`config.mk`:
```
export PLATFORM = sky130hd
export DESIGN_NAME = gic_target
export DESIGN_NICKNAME = d
export VERILOG_FILES = /design/src/rtl/gic_target.sv
export SDC_FILE = /design/constraint.sdc
export NUM_CORES = 1
export LEC_CHECK = 0
export CAP_MARGIN = 20
export CORE_MARGIN = 4
export CORE_UTILIZATION = 40
export CTS_CLUSTER_SIZE = 8
export DETAILED_ROUTE_END_ITERATION = 8
export PLACE_DENSITY_LB_ADDON = 0.1
export RECOVER_POWER = 25
export SLEW_MARGIN = 20
export SYNTH_ARGS = -nofsm -noshare
export SYNTH_HDL_FRONTEND = slang
export SYNTH_SLANG_ARGS = --single-unit
```
`constraint.sdc`:
```
create_clock -name sys_clk_i -period 2.7 [get_ports sys_clk_i]
set_input_delay 0.81 -clock sys_clk_i [delete_from_list [all_inputs] [get_ports sys_clk_i]]
set_output_delay 0.81 -clock sys_clk_i [all_outputs]
set_load 0.1 [all_outputs]
```
`src/rtl/gic_target.sv`:
```
// Responder end of the 4-bit GIC nibble link: collects command/address/data nibbles,
// runs one 32-bit req/ack back-end access and returns a status nibble plus read data.
module gic_target #(
  parameter int unsigned TIMEOUT_CYCLES = 255,
  parameter logic [3:0]  STATUS_OK      = 4'hA,
  parameter logic [3:0]  STATUS_ERR     = 4'hE
) (
  input  logic        sys_clk_i,
  input  logic        sys_rst_n_i,
  input  logic        gic_cs_i,
  input  logic [3:0]  gic_dat_i,
  output logic [3:0]  gic_dat_o,
  output logic        bus_req_o,
  output logic        bus_we_o,
  output logic [31:0] bus_adr_o,
  output logic [31:0] bus_dat_o,
  input  logic [31:0] bus_dat_i,
  input  logic        bus_ack_i,
  input  logic        bus_err_i
);

  typedef enum logic [2:0] {
    S_IDLE,
    S_ADDR,
    S_WDATA,
    S_BUS,
    S_STATUS,
    S_RDATA,
    S_DONE,
    S_DRAIN
  } state_t;

  localparam logic [31:0] TMO_LIMIT = 32'(TIMEOUT_CYCLES);

  state_t      r_state;
  state_t      w_state_next;
  logic [31:0] r_adr;
  logic [31:0] r_wdat;
  logic [31:0] r_rdata;
  logic [31:0] r_cnt;
  logic [2:0]  r_nib;
  logic        r_we;
  logic        r_err;
  logic        r_req;
  logic [3:0]  r_dat_o;
  logic [3:0]  w_dat_next;
  logic        w_cmd_ok;
  logic        w_last_nib;
  logic        w_tmo;
  logic        w_in_bus;
  logic        w_term;
  logic        w_enter_bus;
  logic [3:0]  w_rd_nib [8];

  // Read data nibble lanes, index 0 is the most significant nibble.
  for (genvar gi = 0; gi < 8; gi++) begin : g_rd_nib
    assign w_rd_nib[gi] = r_rdata[31-4*gi -: 4];
  end

  assign w_cmd_ok    = (gic_dat_i[2:0] == 3'b000);
  assign w_last_nib  = (r_nib == 3'd7);
  assign w_tmo       = (TMO_LIMIT != 32'd0) && (r_cnt == TMO_LIMIT - 32'd1);
  assign w_in_bus    = (r_state == S_BUS) || (r_state == S_DRAIN);
  assign w_term      = w_in_bus && (bus_ack_i || bus_err_i || w_tmo);
  assign w_enter_bus = (w_state_next == S_BUS) && (r_state != S_BUS);

  assign gic_dat_o = r_dat_o;
  assign bus_req_o = r_req;
  assign bus_we_o  = r_we;
  assign bus_adr_o = r_adr;
  assign bus_dat_o = r_wdat;

  always_ff @(posedge sys_clk_i) begin
    if (!sys_rst_n_i) begin
      r_state <= S_IDLE;
    end else begin
      r_state <= w_state_next;
    end
  end

  always_comb begin
    w_state_next = r_state;
    w_dat_next   = 4'h0;
    case (r_state)
      S_IDLE: begin
        if (gic_cs_i) begin
          w_state_next = w_cmd_ok ? S_ADDR : S_STATUS;
        end
      end
      S_ADDR: begin
        if (!gic_cs_i) begin
          w_state_next = S_IDLE;
        end else if (w_last_nib) begin
          w_state_next = r_we ? S_WDATA : S_BUS;
        end
      end
      S_WDATA: begin
        if (!gic_cs_i) begin
          w_state_next = S_IDLE;
        end else if (w_last_nib) begin
          w_state_next = S_BUS;
        end
      end
      S_BUS: begin
        if (w_term) begin
          w_state_next = gic_cs_i ? S_STATUS : S_IDLE;
        end else if (!gic_cs_i) begin
          w_state_next = S_DRAIN;
        end
      end
      S_DRAIN: begin
        if (w_term) begin
          w_state_next = S_IDLE;
        end
      end
      S_STATUS: begin
        w_dat_next = r_err ? STATUS_ERR : STATUS_OK;
        if (!gic_cs_i) begin
          w_state_next = S_IDLE;
        end else if (!r_err && !r_we) begin
          w_state_next = S_RDATA;
        end else begin
          w_state_next = S_DONE;
        end
      end
      S_RDATA: begin
        w_dat_next = w_rd_nib[r_nib];
        if (!gic_cs_i) begin
          w_state_next = S_IDLE;
        end else if (w_last_nib) begin
          w_state_next = S_DONE;
        end
      end
      S_DONE: begin
        if (!gic_cs_i) begin
          w_state_next = S_IDLE;
        end
      end
      default: begin
        w_state_next = S_IDLE;
      end
    endcase
  end

  always_ff @(posedge sys_clk_i) begin
    if (!sys_rst_n_i) begin
      r_adr   <= 32'd0;
      r_wdat  <= 32'd0;
      r_rdata <= 32'd0;
      r_cnt   <= 32'd0;
      r_nib   <= 3'd0;
      r_we    <= 1'b0;
      r_err   <= 1'b0;
      r_req   <= 1'b0;
      r_dat_o <= 4'h0;
    end else begin
      r_dat_o <= w_dat_next;

      if (w_enter_bus) begin
        r_req <= 1'b1;
        r_cnt <= 32'd0;
      end else if (w_in_bus) begin
        r_cnt <= r_cnt + 32'd1;
      end
      if (w_term) begin
        r_req <= 1'b0;
      end

      case (r_state)
        S_IDLE: begin
          r_nib <= 3'd0;
          if (gic_cs_i) begin
            r_err <= !w_cmd_ok;
            if (w_cmd_ok) begin
              r_we <= gic_dat_i[3];
            end
          end
        end
        S_ADDR: begin
          if (gic_cs_i) begin
            r_adr <= {r_adr[27:0], gic_dat_i};
            r_nib <= r_nib + 3'd1;
          end
        end
        S_WDATA: begin
          if (gic_cs_i) begin
            r_wdat <= {r_wdat[27:0], gic_dat_i};
            r_nib  <= r_nib + 3'd1;
          end
        end
        S_BUS: begin
          // Error has priority over ack; a timeout is any termination without ack.
          if (w_term) begin
            r_err <= bus_err_i || !bus_ack_i;
            if (bus_ack_i && !bus_err_i) begin
              r_rdata <= bus_dat_i;
            end
          end
        end
        S_STATUS: begin
          r_nib <= 3'd0;
        end
        S_RDATA: begin
          r_nib <= r_nib + 3'd1;
        end
        default: begin
        end
      endcase
    end
  end

endmodule

```
==> run_results.csv <==
group,metric,value,unit
status,status,"finished, final reports clean",
clocking,clock-sinks,141,
clocking,clk_pin_slew,0.05,ns
final_layout,multiInputGateArea,0.00291,mm^2
clocking,clock_latency,0.42,ns
floorplanning,die_w,130,um
synthesis,yosysUniqueCellTypes,49,
synthesis,netlist_area,0.00597,mm^2
timing,rsz0062_at_grt,"false",
floorplanning,initial_core_util,40.9,%
clocking,hold_buffers,0,
synthesis,ys_ff_latch,141,
place,finalWeightedCongestion,0.779,
synthesis,synth.top_cell.area_share,47.3,%
synthesis,synth_edf_count,0,
global_routing,grt_max_degree,78,
final_layout,nNetsFinal,832,
route,initialDrtViolationCount,257,
synthesis,synth_area_per_cell,8.65,um^2
clocking,clockRootBuffer,"clkbuf_16",
global_routing,grt_first_pass_wirelength,22600,um
setup_path,required,3.01,ns
clocking,cts_buffer_depth,2,
global_routing,antenna_found_initial,1,
setup_path,worst_path_max_delay_cell,"or4b_1",
job,drv_cap,0,
final_layout,n_antenna_cell,0,
global_routing,grt_overflow_total,0,
setup_path,critical-path-max-stage-delay,0.44,ns
route,wl_per_cell,13.9,um
timing,slew_violations,0,
route,vias,4937,
synthesis,yosys_warnings,0,
timing,period_needed,2.18,ns
power,p_leak,2.84,nW
final_layout,design_area,0.00762,mm^2
final_layout,final-seq-area,0.00282,mm^2
final_layout,drive_gt1_share,16.0,%
timing,max_freq,458,MHz
route,post_drt_via_cell_ratio,5.02,
synthesis,yosysSeqAreaShare,47.3,%
timing,hold_violations,0,
route,totalWireLength,13600,um
worst_hold_path,min_from,"r_rdata[20]",
setup_path,r2r_setup_slack,0.52,ns
route,dr.pass1.iters,5,
power,p_int,3.70,mW
synthesis,synth_common_cells,"nand2_1, dfxtp_1, a21boi_1, a21boi_0, nor2_1",
clocking,cts_tree,"built",
power,powerDensity,611,mW/mm^2
final_layout,fillers,1370,
synthesis,synth_top_area_cell,"dfxtp_1",
power,pwr-share-comb,4.7,%
clocking,htree_levels,4,
worst_hold_path,hp-class,"reg -> reg",
final_layout,syn_to_final_growth,27.6,%
floorplanning,ios,111,
power,clkPwrFrac,50.1,%
setup_path,crit_path_end_kind,"register",
clocking,cts_setup_buffers,0,
route,post-route-drc-count,0,
setup_path,timing.rr.start,"r_cnt[0]",
setup_path,worstPathMaxFanout,5,
timing,tightestPinTransition,0.721,ns
setup_path,cp-start-kind,"register",
clocking,cts_resized,0,
synthesis,syn-instance-count,690,
timing,fin_crit_sh,80.9,%
synthesis,async_flop_share,0,%
place,dp_hpwl,9380,um
setup_path,crit_type,"reg -> reg",
timing,setup_viol,0,
floorplanning,dieArea,0.0169,mm^2
power,swShare,20.6,%
route,drtAntennaViolNets,0,
power,pwr-share-seq,45.2,%
floorplanning,core-area,0.0146,mm^2
timing,relSlewSlack,52.0,%
place,io_buffers,110,
clocking,cts_made_buffers,17,
synthesis,synth_nets,735,
power,power_switching,0.957,mW
timing,finClkSkew,0.0147,ns
floorplanning,die_h,130,um
synthesis,synthTopCellsByArea,"dfxtp_1, nand2_1, a21boi_1",
timing,final.setup.tns,0,ns
setup_path,arrival,2.49,ns
global_routing,grt_pass1_vias,4744,
global_routing,grt.total_usage,16.6,%
floorplanning,rows,44,
setup_path,path_cells,"inv_1, ha_1, or4b_1, nor4_1, nand4_1, mux2i_1, a21o_1",
synthesis,yosysMostFrequentCell,"nand2_1",
power,vdd_drop_max,0.432,mV
setup_path,crit_start,"r_cnt[0]",
synthesis,ys.flop_type,"dfxtp_1",
place,place_area,0.00707,mm^2
==> layout by cell type (no fill, tap or decap), types with 15 or more instances in the layout <==
cell	n
nand2_1	213
clkdlybuf4s50_1	38
nor2_1	42
clkbuf_16	17
nand4_1	15
buf_4	57
xor2_1	25
nand3_1	15
clkbuf_2	20
a21boi_0	74
a21boi_1	26
dfxtp_1	141
==> state kept, by name, summed over array words and instances, names as in the netlist, 3 cells and up <==
name,count
bus_adr_o,32
gic_dat_o,4
r_rdata,32
r_nib,3
bus_dat_o,32
r_state,3
r_cnt,32
==> kinds of logic after synthesis <==
kind of cell    after synthesis  synth area share, %
compound gates              123                 14.9
xor+xnor                     31                 4.55
fa+ha+maj                     4                0.839
buf+inv                      51                 3.86
flops                       141                 47.3
mux                          14                 4.05
simple gates                326                 24.5
==> layer usage <==
layer  part of all wire [%]  global-route usage [%]
met5                  0.088                       0
met4                    1.0                    4.89
met3                    4.6                    5.20
met2                     49                    27.5
met1                     45                    21.0
==> critical path, delay by kind of cell (launching register included) <==
kind,cells,cell delay [ns]
AOI/OAI and AO/OA,1,0.15
adders and majority gates,1,0.16
buffers and inverters,1,0.08
DFF,1,0.35
muxes,1,0.20
and+or+nand+nor,3,1.12
==> cell type report <==
cell class              instances  share of cell area [%]
well taps                     184                    3.02
flip-flops and latches        141                    37.1
repair buffers                123                    13.5
multi-input cells             498                    38.3
clock inverters                 6                    1.05
clock buffers                  26                    6.82
inverters                       6                   0.296
==> final timing paths <==
kind	end	cells after the start
hold reg to reg	r_rdata[20]	2
hold / removal	r_rdata[20]	2
setup / recovery	r_err	7
setup reg to reg	r_err	7
==> power groups by stage <==
stage | Clock [mW] | Sequential [mW] | Combinational, mW
floorplan | 0 | 2.17 | 0.0999
finish | 2.33 | 2.11 | 0.218
CTS | 2.38 | 2.10 | 0.224
global route | 2.48 | 2.11 | 0.235
detailed placement | 0 | 2.15 | 0.223
global placement | 0 | 2.15 | 0.222
==> per-stage QoR <==
| stage | worst slack [ns] | instances | hold slack, ns | utilization (%) | total power, mW |
|---|---|---|---|---|---|
| detailed placement | 0.210 | 952 | 0.444 | 48.5 | 2.37 |
| finish | 0.516 | 984 | 0.455 | 52.2 | 4.65 |
| CTS | 0.511 | 984 | 0.452 | 52.6 | 4.71 |
| global placement | 0.295 | 952 | 0.440 | 48.5 | 2.37 |
| global route | 0.401 | 984 | 0.481 | 52.2 | 4.82 |
| floorplan | 0.573 | 690 | 0.432 | - | 2.27 |
Power figures use the tool's default switching activity.
